$ cat src/rtl/addsub_pkg.sv
// Shared operation encoding and carry-in helpers for the pipelined adder/subtractor.
// The per-stage payload struct depends on WIDTH/TAG_W and is therefore declared in the top.
package addsub_pkg;

    typedef enum logic [1:0] {
        OP_ADD = 2'b00,
        OP_SUB = 2'b01,
        OP_ADC = 2'b10,
        OP_SBC = 2'b11
    } op_t;

    // Subtracting modes feed the one's complement of B into the chain
    function automatic logic op_inverts_b(input op_t op);
        return op[0];
    endfunction

    function automatic logic op_carry_in(input op_t op, input logic cin);
        logic c0;
        case (op)
            OP_ADD:  c0 = 1'b0;
            OP_SUB:  c0 = 1'b1;
            OP_ADC:  c0 = cin;
            OP_SBC:  c0 = cin;
            default: c0 = 1'b0;
        endcase
        return c0;
    endfunction

endpackage

$ cat src/rtl/addsub_chunk.sv
// Combinational CHUNK-bit ripple adder; the carry into the MSB is exposed so the
// final stage can derive signed overflow.
module addsub_chunk #(
    parameter int CHUNK = 8
) (
    input  logic [CHUNK-1:0] a,
    input  logic [CHUNK-1:0] b,
    input  logic             cin,
    output logic [CHUNK-1:0] sum,
    output logic             cout,
    output logic             msb_cin
);

    logic [CHUNK:0] carry_s;

    // Bit-serial ripple through the chunk
    always_comb begin
        carry_s    = {(CHUNK + 1){1'b0}};
        sum        = {CHUNK{1'b0}};
        carry_s[0] = cin;
        for (int i = 0; i < CHUNK; i++) begin
            sum[i]       = a[i] ^ b[i] ^ carry_s[i];
            carry_s[i+1] = (a[i] & b[i]) | (carry_s[i] & (a[i] ^ b[i]));
        end
        cout    = carry_s[CHUNK];
        msb_cin = carry_s[CHUNK-1];
    end

endmodule

$ cat src/rtl/pipelined_addsub.sv
// Pipelined ADD/SUB/ADC/SBC: one CHUNK of the carry chain per stage, carry registered
// between stages, valid/ready flow control with per-stage stall and flush.
module pipelined_addsub
    import addsub_pkg::*;
#(
    parameter int WIDTH  = 32,
    parameter int STAGES = 4,
    parameter int TAG_W  = 6
) (
    input  logic             clk,
    input  logic             rst,
    input  logic             flush,
    input  logic             in_valid,
    output logic             in_ready,
    input  logic [WIDTH-1:0] in_a,
    input  logic [WIDTH-1:0] in_b,
    input  logic [1:0]       in_op,
    input  logic             in_cin,
    input  logic [TAG_W-1:0] in_tag,
    output logic             out_valid,
    input  logic             out_ready,
    output logic [WIDTH-1:0] out_sum,
    output logic             out_cout,
    output logic             out_ovf,
    output logic             out_zero,
    output logic [TAG_W-1:0] out_tag
);

    localparam int CHUNK = WIDTH / STAGES;

    // a_rem/b_rem are shifted down each stage so the next chunk always sits at bit 0
    typedef struct packed {
        logic [WIDTH-1:0] a_rem;
        logic [WIDTH-1:0] b_rem;
        logic [WIDTH-1:0] sum_acc;
        logic             carry;
        logic             ovf;
        logic [TAG_W-1:0] tag;
    } stage_t;

    stage_t            stage_r [STAGES];
    stage_t            next_s  [STAGES];
    stage_t            entry_s;
    logic [STAGES-1:0] valid_r;
    logic [STAGES-1:0] adv_s;
    logic [STAGES-1:0] load_s;
    logic              ready_s;
    logic              zero_r;

    // Condition operands for stage 0: conditional B inversion and initial carry
    always_comb begin
        entry_s       = {$bits(stage_t){1'b0}};
        entry_s.a_rem = in_a;
        entry_s.b_rem = in_b ^ {WIDTH{op_inverts_b(op_t'(in_op))}};
        entry_s.carry = op_carry_in(op_t'(in_op), in_cin);
        entry_s.tag   = in_tag;
    end

    // Backward ready chain and per-stage load enables
    always_comb begin
        adv_s           = {STAGES{1'b0}};
        load_s          = {STAGES{1'b0}};
        adv_s[STAGES-1] = valid_r[STAGES-1] & out_ready;
        for (int k = STAGES - 2; k >= 0; k--) begin
            adv_s[k] = valid_r[k] & (~valid_r[k+1] | adv_s[k+1]);
        end
        ready_s   = (~valid_r[0] | adv_s[0]) & ~flush;
        load_s[0] = in_valid & ready_s;
        for (int k = 1; k < STAGES; k++) begin
            load_s[k] = adv_s[k-1];
        end
    end

    for (genvar k = 0; k < STAGES; k++) begin : g_stage
        stage_t           src_s;
        stage_t           nxt_loc_s;
        logic [CHUNK-1:0] sum_s;
        logic             cout_s;
        logic             msb_cin_s;

        if (k == 0) begin : g_head
            assign src_s = entry_s;
        end else begin : g_body
            assign src_s = stage_r[k-1];
        end

        addsub_chunk #(.CHUNK(CHUNK)) u_chunk (
            .a       (src_s.a_rem[CHUNK-1:0]),
            .b       (src_s.b_rem[CHUNK-1:0]),
            .cin     (src_s.carry),
            .sum     (sum_s),
            .cout    (cout_s),
            .msb_cin (msb_cin_s)
        );

        // Retire chunk k into the accumulated sum and expose its carry/overflow
        always_comb begin
            nxt_loc_s                            = src_s;
            nxt_loc_s.a_rem                      = src_s.a_rem >> CHUNK;
            nxt_loc_s.b_rem                      = src_s.b_rem >> CHUNK;
            nxt_loc_s.sum_acc[k*CHUNK +: CHUNK]  = sum_s;
            nxt_loc_s.carry                      = cout_s;
            nxt_loc_s.ovf                        = cout_s ^ msb_cin_s;
        end

        assign next_s[k] = nxt_loc_s;
    end

    // Pipeline registers: a stage captures only when loaded, otherwise it holds
    always_ff @(posedge clk) begin
        if (rst) begin
            valid_r <= {STAGES{1'b0}};
            zero_r  <= 1'b0;
            for (int k = 0; k < STAGES; k++) begin
                stage_r[k] <= {$bits(stage_t){1'b0}};
            end
        end else begin
            for (int k = 0; k < STAGES; k++) begin
                if (load_s[k]) begin
                    stage_r[k] <= next_s[k];
                end
                valid_r[k] <= ~flush & (load_s[k] | (valid_r[k] & ~adv_s[k]));
            end
            if (load_s[STAGES-1]) begin
                zero_r <= (next_s[STAGES-1].sum_acc == {WIDTH{1'b0}});
            end
        end
    end

    assign in_ready  = ready_s;
    assign out_valid = valid_r[STAGES-1];
    assign out_sum   = stage_r[STAGES-1].sum_acc;
    assign out_cout  = stage_r[STAGES-1].carry;
    assign out_ovf   = stage_r[STAGES-1].ovf;
    assign out_zero  = zero_r;
    assign out_tag   = stage_r[STAGES-1].tag;

endmodule
$ cat config.mk
export PLATFORM = sky130hd
export DESIGN_NAME = pipelined_addsub
export DESIGN_NICKNAME = d
export VERILOG_FILES = /design/src/rtl/addsub_pkg.sv /design/src/rtl/addsub_chunk.sv /design/src/rtl/pipelined_addsub.sv
export SDC_FILE = /design/constraint.sdc
export NUM_CORES = 1
export LEC_CHECK = 0
export CAP_MARGIN = 20
export CORE_UTILIZATION = 40
export CTS_CLUSTER_DIAMETER = 80
export DETAILED_ROUTE_END_ITERATION = 16
export PLACE_DENSITY = 0.66
export SLEW_MARGIN = 20
export SYNTH_ARGS = -nofsm -noshare
export SYNTH_HDL_FRONTEND = slang
export SYNTH_SLANG_ARGS = --single-unit
$ cat constraint.sdc
create_clock -name clk -period 7.15 [get_ports clk]
set_input_delay 0.715 -clock clk [delete_from_list [all_inputs] [get_ports clk]]
set_output_delay 0.715 -clock clk [all_outputs]
set_load 0.01 [all_outputs]
After elaboration in Yosys (flattened, before gate mapping):

Memories as Yosys holds them, arrays and structs flattened.
Index checks and enable logic that the tools add are counted.

* bits in registers: 5
* memory bits (writable): 352
* input port bits: 78
* output and inout port bits: 43
* logic and storage cells: 228
* memories: 1

* eq/ne operators: 3
* multiplexer cells: 19
* bitwise logic cells: 200
* reductions and logical operators: 3

Memories
* stage_r: depth 4, width 88, read ports 4, clocked after Yosys merged registers in 0, write ports 4, line pipelined_addsub.sv:41 `stage_t stage_r [STAGES];`

Operator list (number)
* two-way mux 88 bit: 4
* bitwise AND 1 bit: 78
* XOR 1 bit: 68
* OR 1 bit: 44
* logical NOT 32 bit: 1
* XOR 32 bit: 1
* two-way mux 1 bit: 14
* inverter 1 bit: 9
* equality test 2 bit (second input constant): 2
* one-hot mux 1 bit (3 select lines): 1
* equality test 2 x 1 -> 1 bit (second input constant): 1
* logical NOT 2 bit: 1
* OR reduction 2 bit: 1

Longest topological paths before layout:

* depth in word-level cells: 21
* depth in mapped cells: 15

Hierarchy:

A second synthesis with hierarchy kept.

* cell total of the unflattened synthesis: 582
* area total of the unflattened synthesis: 8969.9 um^2

By module, submodules not included
* pipelined_addsub: instances 1, cells an instance 510, area each 8179.1 um^2
* addsub_chunk: instances 4, cells an instance 18, area each 197.7 um^2

Least setup slack after synthesis:

Ideal clock, no wire load.

* kind: input -> register
* start point: in in_op[0]
* end point: mem stage_r[0][15] in the netlist's numbering, data pin
* setup time: 0.255 ns
* data arrival time: 4.413 ns
* setup slack: 2.483 ns
* cell stages on the path: 15
* buffers on the path: 2
* cells stage by stage: buf_2 > buf_2 > mux2i_1 > fa_1 > inv_1 > fa_1 > inv_1 > fa_1 > fa_1 > fa_1 > fa_1 > fa_1 > inv_1 > fa_1 > and2_1

RTL lines
* start, declared: line pipelined_addsub.sv:17 `input logic [1:0] in_op,`
* end, declared: line pipelined_addsub.sv:41

==> impl_metrics.csv <==
group,metric,value,unit
run_status,outcome,"finished clean",
worst_setup_path,timing.setup.critical_path_class,"in2reg",
placement,place_congestion,0.717,
timing,rsz0062_at_grt,"false",
route,detail_route_antenna_nets,0,
worst_setup_path,crit_path_max_incr_delay,430,ps
synthesis,ys_warn_count,0,
timing,final.min_clock_period,4500,ps
hold_path,hold_path.startpoint,"out_zero",
worst_setup_path,crit-reg2reg-launch,"stage_r[2][40]",
cts,post-cts-setup-buffer-count,0,
synthesis,synth.top_cell.area_share,68.9,%
route,routedWlPerCell,13.5,um
timing,final-hold-violation-count,0,
finish,utilization,50.7,%
timing,max_slew_margin,47.0,%
power,power.density_cell_area,242,nW/um^2
worst_setup_path,critical_path_cell_count,15,
die,ioPinCount,121,
cts,clock_path_buffers,3,
finish,share_of_final_layout_standard_cells_stronger_than_drive_strength_1,6.15,%
placement,dpl.hpwl,9850,um
worst_setup_path,critical_path.startpoint_type,"input pin",
finish,finalNetCount,809,
route,drc,0,
power,total_power,2.69,mW
power,power.static_leakage,4.10,nW
synthesis,ys_seq_elements,210,
die,core_area,21900,um^2
global_route,grt_pass1_vias,4330,
die,floorplan.die.height,151,um
cts,cts_max_level,1,
route,drt_wl_total,13400,um
synthesis,yosysSeqAreaShare,70.0,%
synthesis,ys_top_cells_by_area,"sky130_fd_sc_hd__edfxtp_1 (69%), sky130_fd_sc_hd__and2_1 (12%), sky130_fd_sc_hd__fa_1 (7.2%)",
global_route,initial_antenna_violation_count,0,
finish,instances_no_fill,995,
cts,tritoncts,"built",
synthesis,syn_nets,682,
worst_setup_path,critical_path_required_time,7390,ps
worst_setup_path,cp_slowest_cell,"sky130_fd_sc_hd__buf_4",
route,drt-initial-drc-count,218,
worst_setup_path,cp-endpoint,"stage_r[0][15]",
timing,slew_viol_final,0,
worst_setup_path,crit-reg2reg-capture,"out_zero",
placement,io_buffers,120,
worst_setup_path,setup.worst_path.start,"in_op[0]",
timing,maximum_clock_skew_at_final_layout,11.0,ps
die,placement_rows,54,
route,detail_route.vias_per_cell,4.33,
timing,worst-slew-pin-transition,795,ps
worst_setup_path,cp.buffers_inverters,5,
placement,dpl.cell_count,954,
worst_setup_path,timing.reg2reg.setup_slack,2980,ps
worst_setup_path,worstPathCellList,"buf_2, buf_4, mux2i_1, fa_1, inv_1, fa_1, inv_1, fa_1, fa_1, fa_1, fa_1, fa_1, inv_1, fa_1, and2_1",
cts,clock-root-buffer,"sky130_fd_sc_hd__clkbuf_16",
worst_setup_path,cp_delay_by_family_top,"adder cells",
worst_setup_path,worst_reg_to_reg_cells,14,
cts,cts.repair.resized,0,
worst_setup_path,worst_ep_arrival_time,4740,ps
synthesis,synth_area,8930,um^2
cts,clkLatencyLatePin,490,ps
synthesis,netlist.top_cell.by_area,"sky130_fd_sc_hd__edfxtp_1",
timing,final.period_utilization,62.9,%
route,drtPass1Iterations,4,
power,ir_drop,0.138,mV
route,dr_total_vias,4304,
cts,clkSinkCount,210,
synthesis,post_synth.cell_area_avg,15.6,um^2
cts,clk_pin_slew,60,ps
synthesis,number_of_distinct_library_cells_after_synthesis,34,
worst_setup_path,path_max_fanout,33,
cts,cts_inserted_buffers,22,
global_route,grt_overflow_total,0,
timing,finalSetupTns,0,ps
timing,f_max,222,MHz
hold_path,worst_hold_path_type,"reg2reg",
die,start_util,40.8,%
timing,setup_violations,0,
finish,syn2layout_area_growth,24.2,%
global_route,grt_usage,12.1,%
global_route,global_route_wire_length_before_repair,21600,um
die,die_x,151,um
worst_setup_path,cp_common_cell,"sky130_fd_sc_hd__fa_1",
synthesis,postSynthCellCount,572,
cts,postCtsHoldBufs,0,
die,design.die.area,22900,um^2
finish,n_antenna_cell,0,
global_route,grt_max_degree,64,
job,cap_viol_max_count,0,
worst_setup_path,worstSetupEndpointType,"flip-flop",
[worst register-to-register path, delay by kind of cell (launching register included)]
kind / cells / cell delay [ps]
adders and majority gates: 8 / 2780
and+or+nand+nor: 2 / 430
DFF: 1 / 390
AOI/OAI and AO/OA: 1 / 260
buffers and inverters: 3 / 220
[routing by layer]
metal	vias up	part of all wire, %	wire length [um]	GRT usage (%)
met2	107	47	6280	19.5
met3	20	4.8	648	1.90
met5	-	0	0	0
met1	1973	47	6260	16.7
met4	0	1.9	259	3.65
li1	2204	-	-	-
[cell families (layout without fill, tap and decap cells)]
kind of cell	after synthesis	in the layout	share of synthesized area (%)
AO/OA/AOI/OAI	12	12	0.994
XOR/XNOR	33	33	3.24
adder cells (fa/ha/maj)	32	32	7.17
buffers and inverters	58	201	3.15
flip-flops	210	210	70.0
multiplexers	1	1	0.112
AND/OR/NAND/NOR	226	226	15.3
[placed cells by master, fill, tap and decap left out, drive strengths merged]
cell type / count
o32ai: 1
nor3: 3
o211a: 1
nor2b: 1
buf: 9
a21o: 3
nand4b: 1
nor2: 35
and2: 165
and3b: 1
edfxtp: 205
dfxtp: 5
clkdlybuf4s50: 119
a21boi: 1
and4b: 1
nor3b: 1
fa: 32
nor4bb: 1
a21oi: 2
o21bai: 1
o211ai: 1
o21a: 2
clkbuf: 33
clkinv: 5
xor2: 3
nand2b: 1
nand4: 2
nor4: 13
nand3b: 1
bufinv: 1
inv: 34
mux2i: 1
xnor2: 30
[through the flow]
| stage | hold WS [ps] | instance area (um^2) | worst slack [ps] |
|---|---|---|---|
| after CTS | 461 | 11100 | 2650 |
| after detailed placement | 450 | 10400 | 2150 |
| final | 456 | 11100 | 2650 |
| after global routing | 490 | 11100 | 2420 |
| after global placement | 451 | 10400 | 2260 |
| after floorplan | 476 | 8930 | 2480 |
[how the worst min path moves through the flow]
stage | to | slack, ps | cells after the start
after floorplan | out_zero | 480 | 2
after global placement | out_zero | 450 | 2
after detailed placement | out_zero | 450 | 2
after CTS | out_zero | 460 | 2
after global routing | out_zero | 490 | 2
final | out_zero | 460 | 2
[report_power, final]
| group | switching, mW | internal (mW) | leakage (nW) |
|---|---|---|---|
| clock network | 0.423 | 0.629 | 0.326 |
| registers | 0.0210 | 1.42 | 2.18 |
| logic | 0.0923 | 0.102 | 1.60 |
[synth_stat cells]
library cell / count
sky130_fd_sc_hd__mux2i_1: 1
sky130_fd_sc_hd__nand2b_1: 1
sky130_fd_sc_hd__and4b_1: 1
sky130_fd_sc_hd__nor2_2: 1
sky130_fd_sc_hd__o211a_2: 1
sky130_fd_sc_hd__dfxtp_1: 5
sky130_fd_sc_hd__o21a_1: 2
sky130_fd_sc_hd__inv_1: 33
sky130_fd_sc_hd__fa_1: 32
sky130_fd_sc_hd__nand4b_1: 1
sky130_fd_sc_hd__o21bai_1: 1
sky130_fd_sc_hd__a21oi_1: 2
sky130_fd_sc_hd__nor3_1: 1
sky130_fd_sc_hd__xnor2_1: 30
sky130_fd_sc_hd__buf_6: 6
sky130_fd_sc_hd__and2_1: 165
sky130_fd_sc_hd__and3b_1: 1
sky130_fd_sc_hd__nor2_1: 34
sky130_fd_sc_hd__clkbuf_1: 4
sky130_fd_sc_hd__o32ai_1: 1
sky130_fd_sc_hd__xor2_1: 3
sky130_fd_sc_hd__a21boi_0: 1
sky130_fd_sc_hd__nor4_1: 13
sky130_fd_sc_hd__buf_2: 10
sky130_fd_sc_hd__nand3b_1: 1
sky130_fd_sc_hd__o211ai_1: 1
sky130_fd_sc_hd__nor3b_2: 1
sky130_fd_sc_hd__a21o_1: 3
sky130_fd_sc_hd__nor4bb_1: 1
sky130_fd_sc_hd__nand4_1: 2
sky130_fd_sc_hd__nor3_4: 2
sky130_fd_sc_hd__edfxtp_1: 205
sky130_fd_sc_hd__clkbuf_2: 5
sky130_fd_sc_hd__nor2b_1: 1
[state kept, by name, indices dropped and copies added, names as in the netlist]
name,count
stage_r,205
valid_r,4
out_zero,1
[area by class of cell]
class	instances	area [um^2]
timing repair buffer	128	1280
clock buffer	33	613
clock inverter	7	60.1
multi-input combinational	304	2420
sequential	210	6260
inverter	33	124
tap	280	350
fill	1860	10800
(Power assumes the default switching activity.)
==> variant, RTL diff (config.mk and constraints unchanged) <==
Put a register stage on the output `out_ovf`, with the module's reset. The value now appears one clock later. The other outputs are not delayed to match.
--- a/src/rtl/pipelined_addsub.sv
+++ b/src/rtl/pipelined_addsub.sv
@@ -133,3 +133,9 @@
     assign out_cout  = stage_r[STAGES-1].carry;
-    assign out_ovf   = stage_r[STAGES-1].ovf;
+    always_ff @(posedge clk) begin
+        if (rst) begin
+            out_ovf <= '0;
+        end else begin
+            out_ovf <= stage_r[STAGES-1].ovf;
+        end
+    end
     assign out_zero  = zero_r;
Behaviour: not the same (Yosys sat finds a counterexample within 10 cycles, from zero or initial values and one cycle with rst high).
==> variant against the unedited design <==
Sequential cell count rose by 1; routed wire length increased by 2.6%; hold slack improved by 0.020 ns; setup slack got worse by 0.16 ns; core utilization is 1.5 points lower; final area up 0.44%; die area rose by 3.1%; count of clock-buffer cells in the layout shrank 8; non-clock buffer count decreased by 1; area after synthesis increased by 3.2%; total power rose by 1.2%; critical path depth shrank 1; sequential share of layout area shrank 0.067 points; via count grew 0.86%; highest routed layer unchanged.
==> variant: results (changes against the unedited design) <==
- Layout cell share with drive strength beyond 1: 6.16% (was 6.15%)
- Top cells by count, synth: edfxtp_1 (205), and2_1 (165), buf_4 (38) (was edfxtp_1 (205), and2_1 (165), nor2_1 (34))
- Post-Route M1 WL: 6190 um (was 6260 um)
- Met3 Routed Length: 838 um (was 648 um)
- Tot GR Track Use: 11.9% (was 12.1%)
- Compound-cell area share of the yosys netlist: 0.964% (was 0.994%)
- Static leakage: 0.00413 uW (was 0.00410 uW)
- Worst hold path startpoint: stage_r[3][6] (was out_zero)
- Adder-cell share of the synthesized area: 6.95% (was 7.17%)
- Setup Skew: 0.00791 ns (was 0.0110 ns)
- Net Switching: 539 uW (was 536 uW)
- Average routed wire per standard cell: 13.8 um (was 13.5 um)
- First-pass GRT wire length: 22600 um (was 21600 um)
- Hold EP: out_ovf (was out_zero)
- Met2 Routed Length: 6530 um (was 6280 um)
- Grt met3 use: 2.85% (was 1.90%)
- Placer Congestion: 0.721 (was 0.717)
- Placement Setup Slack: 1.95 ns (was 2.15 ns)
- Reg2reg setup slack: 2.95 ns (was 2.98 ns)
- Placed insts: 960 (was 954)
- Slew margin rel.: 41.2% (was 47.0%)
- Setup slack after layout: 2.49 ns (was 2.65 ns)
- Synthesized Nets: 723 (was 682)
- Peak supply drop: 0.146 mV (was 0.138 mV)
- Slowest cell on crit path: buf_2 (was buf_4)
- Outcome: completed (unchanged)
- Mux cell area share after synthesis: 0.109% (was 0.112%)
[variant: layout make-up]
class	instances	share of cell area, %
Clock inverter	13	0.954
Sequential cell	211	56.3
Clock buffer	25	5.23
Timing Repair Buffer	127	11.5
Tap cell	285	3.20
Multi-Input combinational cell	305	21.7
Inverter	33	1.11
[variant: worst register-to-register path, cell delays in order, from the launching register on]
cell	delay, ns
edfxtp_1	0.41
fa_1	0.47
fa_1	0.41
fa_1	0.41
fa_1	0.38
inv_1	0.08
fa_1	0.15
inv_1	0.05
fa_1	0.38
fa_1	0.44
inv_1	0.10
fa_1	0.17
nor4bb_1	0.28
nand4_1	0.13
o32ai_1	0.26
[variant: metrics by stage]
step | total power (uW) | util (%) | cell area, um^2 | hold slack [ns]
after global routing | 2830 | 49.2 | 11100 | 0.502
after detailed placement | 1670 | 46.1 | 10400 | 0.469
final | 2720 | 49.2 | 11100 | 0.476
after global placement | 1660 | 45.9 | 10400 | 0.447
after CTS | 2760 | 49.2 | 11100 | 0.478
after floorplan | 1580 | - | 9220 | 0.429
